### src/rtl/param_register_file.sv
`default_nettype none
// ============================================================================
// Module   : param_register_file
// Brief    : Parametrised 1W/2R register file with registered reads and a
//            reset-driven init sequencer that loads a fixed pattern.
// Revision : 1.0 - initial release
// ============================================================================
module param_register_file #(
    parameter int WIDTH      = 4,
    parameter int DEPTH      = 8,
    parameter int INIT_COUNT = 4,
    parameter int BYPASS     = 1,
    localparam int ADDR_W    = ($clog2(DEPTH) < 1) ? 1 : $clog2(DEPTH)
) (
    input  logic              clk,
    input  logic              reset,
    input  logic              RF_we,
    input  logic [ADDR_W-1:0] RF_wad,
    input  logic [WIDTH-1:0]  RF_wd,
    input  logic [ADDR_W-1:0] RF_ad1,
    input  logic [ADDR_W-1:0] RF_ad2,
    output logic [WIDTH-1:0]  RF_d1,
    output logic [WIDTH-1:0]  RF_d2,
    output logic              RF_ready
);

    typedef enum logic [0:0] {
        S_INIT = 1'b0,
        S_RUN  = 1'b1
    } state_t;

    state_t              state, state_nxt;
    logic [ADDR_W-1:0]   cnt, cnt_nxt;
    logic                ready_nxt;
    logic [WIDTH-1:0]    d1_nxt, d2_nxt;

    // Storage carries no reset so it can map onto distributed RAM.
    logic [WIDTH-1:0]    mem [DEPTH];
    logic                mem_we;
    logic [ADDR_W-1:0]   mem_addr;
    logic [WIDTH-1:0]    mem_wd;
    logic [WIDTH-1:0]    init_val;

    assign init_val = (int'(cnt) < INIT_COUNT) ? WIDTH'(cnt) : '0;

    function automatic logic in_range(input logic [ADDR_W-1:0] ad);
        return int'(ad) < DEPTH;
    endfunction

    // Out-of-range reads return 0; collision handling depends on BYPASS.
    function automatic logic [WIDTH-1:0] read_port(
        input logic [ADDR_W-1:0] ad,
        input logic              we,
        input logic [ADDR_W-1:0] wad,
        input logic [WIDTH-1:0]  wd
    );
        if (!in_range(ad)) begin
            return '0;
        end
        if ((BYPASS != 0) && we && (wad == ad)) begin
            return wd;
        end
        return mem[ad];
    endfunction

    always_comb begin
        state_nxt = state;
        cnt_nxt   = cnt;
        ready_nxt = RF_ready;
        d1_nxt    = '0;
        d2_nxt    = '0;
        mem_we    = 1'b0;
        mem_addr  = RF_wad;
        mem_wd    = RF_wd;
        case (state)
            S_INIT: begin
                mem_we   = 1'b1;
                mem_addr = cnt;
                mem_wd   = init_val;
                if (int'(cnt) == DEPTH - 1) begin
                    state_nxt = S_RUN;
                    ready_nxt = 1'b1;
                end else begin
                    cnt_nxt = cnt + 1'b1;
                end
            end
            S_RUN: begin
                mem_we = RF_we && in_range(RF_wad);
                d1_nxt = read_port(RF_ad1, RF_we, RF_wad, RF_wd);
                d2_nxt = read_port(RF_ad2, RF_we, RF_wad, RF_wd);
            end
            default: begin
                state_nxt = S_INIT;
                ready_nxt = 1'b0;
            end
        endcase
    end

    always_ff @(posedge clk) begin
        if (reset) begin
            state    <= S_INIT;
            cnt      <= '0;
            RF_ready <= 1'b0;
            RF_d1    <= '0;
            RF_d2    <= '0;
        end else begin
            state    <= state_nxt;
            cnt      <= cnt_nxt;
            RF_ready <= ready_nxt;
            RF_d1    <= d1_nxt;
            RF_d2    <= d2_nxt;
        end
    end

    always_ff @(posedge clk) begin
        if (!reset && mem_we) begin
            mem[mem_addr] <= mem_wd;
        end
    end

endmodule
`default_nettype wire

### config.mk
export PLATFORM = sky130hd
export DESIGN_NAME = param_register_file
export DESIGN_NICKNAME = d
export VERILOG_FILES = /design/src/rtl/param_register_file.sv
export SDC_FILE = /design/constraint.sdc
export NUM_CORES = 1
export LEC_CHECK = 0
export BUFFER_PORTS_ARGS = -buffer_cell sky130_fd_sc_hd__buf_2
export CAP_MARGIN = 5
export CORE_UTILIZATION = 50
export CTS_BUF_LIST = sky130_fd_sc_hd__clkbuf_4 sky130_fd_sc_hd__clkbuf_8 sky130_fd_sc_hd__clkbuf_16
export DETAILED_ROUTE_END_ITERATION = 8
export PLACE_DENSITY = 0.73
export SLEW_MARGIN = 40
export SYNTH_ARGS = -nofsm -noshare
export SYNTH_HDL_FRONTEND = slang
export SYNTH_SLANG_ARGS = --single-unit
### constraint.sdc
create_clock -name clk -period 4 [get_ports clk]
set_input_delay 0.4 -clock clk [delete_from_list [all_inputs] [get_ports clk]]
set_output_delay 0.4 -clock clk [all_outputs]
set_load 0.03 [all_outputs]
==> results_dict.tcl <==
set metrics [dict create \
    outcome "completed" \
    drv_cap 0 \
    clock-skew-final_ns 0.01096 \
    holdBufCountCts 0 \
    io_pins 25 \
    clock_latency_ns 0.31 \
    grt_max_degree 18 \
    nets 204 \
    finalSetupViolations 0 \
    crit_arrival_ns 2.17 \
    h-tree-depth 2 \
    timing.critical_path.to_type "register" \
    p_int_uw 733.2 \
    yosysSeqAreaShare_pct 53.80 \
    grt_pass1_vias 1443 \
    path_clk_slew_ns 0.09 \
    fin_setup_tns_ns 0 \
    cts_resized 0 \
    yosysWarnings 0 \
    die_y_microns 69.38 \
    vias 1484 \
    layout_min_cycle_time_ns 2.218 \
    synthMostInstantiatedCell "edfxtp_1" \
    synth_top_area_share_pct 42.34 \
    cts_tree "yes" \
    max_slew.worst_pin.slew_ns 0.6912 \
    fp.dieArea_sq_um 4813 \
    post_cts_buffers 0 \
    crit_path_start "state$_SDFF_PP0_" \
    critical_path_class "register to register" \
    irDropWorstVdd_mv 0.1855 \
    wl_per_cell_microns 20.87 \
    timing.final.crit_share_pct 55.44 \
    clock_path_buffers 2 \
    fmax_mhz 450.9 \
    met3_usage_pct 6.686 \
    min_path_type "input pin to register" \
    place.gp.congestion 0.8458 \
    power_frac_comb_pct 13.1 \
    synth_cells 165 \
    wl_microns 4987 \
    slew_headroom_pct 53.86 \
    synthTopCellsByCount "edfxtp_1, dfxtp_1, nand2_1" \
    io_buffers 24 \
    numCtsBuffers 5 \
    r2r-start "state$_SDFF_PP0_" \
    hold_depth 2 \
    cp_max_fo 17 \
    use_met1_pct 29.86 \
    slew_violations 0 \
    min_from "reset" \
    ys_types 34 \
    ys_seq_elements 45 \
    syn-num-nets 183 \
    top_usage_layer "met2" \
    synth_edf_count 32 \
    ant_nets 0 \
    finalHoldViolations 0 \
    r2r_slack_ns 1.78 \
    swShare_pct 25.56 \
    numClockSinks 45 \
    rows 24 \
    avgSynthCellArea_sq_um 13.76 \
    synth_ff_type "edfxtp_1" \
    reg2regPathDepth 4 \
    leakagePower_nw 0.9306 \
    antenna_cells 0 \
    use_met2_pct 35.60 \
    rsz0062_at_grt "no" \
    start_util_pct 52.13 \
    drtIter0Drc 157 \
    drive_gt1_share_pct 24.60 \
    core_region_area_sq_um 4354 \
    die_w_microns 69.38 \
    syn2layout_area_growth_pct 10.14 \
    power_frac_seq_pct 53.8 \
    required_ns 3.95 \
    yosys.area.top_type "edfxtp_1" \
    whs_ns 0.3494 \
    avgViaCountPerCell 6.209 \
    ys_async_sr_fraction_pct 0 \
    synth_area_sq_um 2270 \
    post-dp-hpwl_microns 3661 \
    synthTopCellsByArea "edfxtp_1, dfxtp_1, mux4_1" \
    hold_end "RF_ready$_SDFFE_PP0P_" \
    grt_pass1_wl_microns 7928 \
    power.clock.fraction_pct 33.1 \
    switchingPower_uw 251.8 \
    grt_use_total_pct 22.41 \
    start_kind "register" \
    worstReg2RegEnd "mem[7][3]$_DFFE_PP_" \
    grt_remaining_overflow 0 \
    cts-root-buf "clkbuf_8" \
    drc 0 \
    antenna_found_initial 0 \
    dr.pass1.iters 4 \
    powerDensity_nw_per_um2 394.0 \
]
==> per-stage QoR <==
stage | setup slack (ns) | total power, mW | utilization [%] | instance area, sq um | std cells
after floorplan | 2.319 | 0.6312 | - | 2270 | 165
after global placement | 1.956 | 0.6597 | 54.91 | 2391 | 231
after detailed placement | 1.821 | 0.6672 | 54.91 | 2391 | 231
after CTS | 1.809 | 0.9860 | 57.41 | 2500 | 239
after global routing | 1.576 | 1.019 | 57.41 | 2500 | 239
final | 1.782 | 0.9850 | 57.41 | 2500 | 239
==> layout make-up <==
| cell class | count | area, sq um |
|---|---|---|
| well taps | 52 | 65.06 |
| multi-input cells | 105 | 965.9 |
| inverters | 5 | 18.77 |
| clock inverters | 2 | 15.01 |
| fillers | 356 | 1854 |
| flip-flops and latches | 45 | 1221 |
| clock buffers | 6 | 93.84 |
| repair buffers | 24 | 120.1 |
==> per-layer routing <==
layer / wire length, microns / part of all wire, % / up-vias
li1: - / - / 684
met1: 2128 / 43 / 723
met2: 2405 / 48 / 70
met3: 381 / 7.6 / 7
met4: 72 / 1.4 / 0
met5: 0 / 0 / -
==> placed cells by master, fill, tap and decap left out, types with 3 or more instances in the layout <==
master,synthesis,final
mux2_2,4,4
a41oi_1,4,4
nor2_1,11,11
dfxtp_1,13,13
o2111ai_1,4,4
a21oi_1,5,5
inv_1,3,3
mux2i_1,12,12
o22ai_1,3,3
a211oi_1,4,4
clkbuf_8,0,5
edfxtp_1,32,32
mux4_1,6,6
nand2_1,13,13
nand3_1,4,4
xor2_1,8,8
mux4_2,6,6
buf_2,3,24
==> worst max-delay path, cell delays in order, from the launching register on <==
cell and delay, ns:
dfxtp_1 0.78, nand2_1 0.23, o2bb2ai_1 0.18, nand2_1 0.13
nor3_1 0.55
==> flip-flops by register name, summed over array words and instances (netlist names) <==
name and cells:
RF_d1 4, RF_ready 1, RF_d2 4, cnt 3, state 1, mem 32
==> worst max-delay path by stage <==
stage               slack [ns]                   to
floorplan                 2.32  RF_d1[0]$_SDFF_PP0_
global placement          1.96  mem[0][2]$_DFFE_PP_
detailed placement        1.82  mem[7][1]$_DFFE_PP_
CTS                       1.81  mem[7][3]$_DFFE_PP_
global route              1.58  mem[6][2]$_DFFE_PP_
finish                    1.78  mem[7][3]$_DFFE_PP_
==> cell families after synthesis <==
family / after synthesis / synth area share (%)
adders and majority gates: 2 / 1.102
buffers and inverters: 15 / 3.638
muxes: 30 / 22.16
and+or+nand+nor: 41 / 8.655
xor gates and xnor gates: 9 / 3.473
AOI/OAI and AO/OA: 23 / 7.166
DFF: 45 / 53.80
==> power by group through the flow <==
| stage | Sequential [mW] | Clock, mW | Combinational [mW] |
|---|---|---|---|
| 2_1_floorplan | 0.535 | 0 | 0.0962 |
| 3_3_place_gp | 0.539 | 0 | 0.121 |
| 3_5_place_dp | 0.540 | 0 | 0.127 |
| 4_1_cts | 0.530 | 0.329 | 0.127 |
| 5_1_grt | 0.532 | 0.348 | 0.139 |
| 6_report | 0.530 | 0.326 | 0.129 |
No activity file was read; power rests on OpenSTA's default activity.
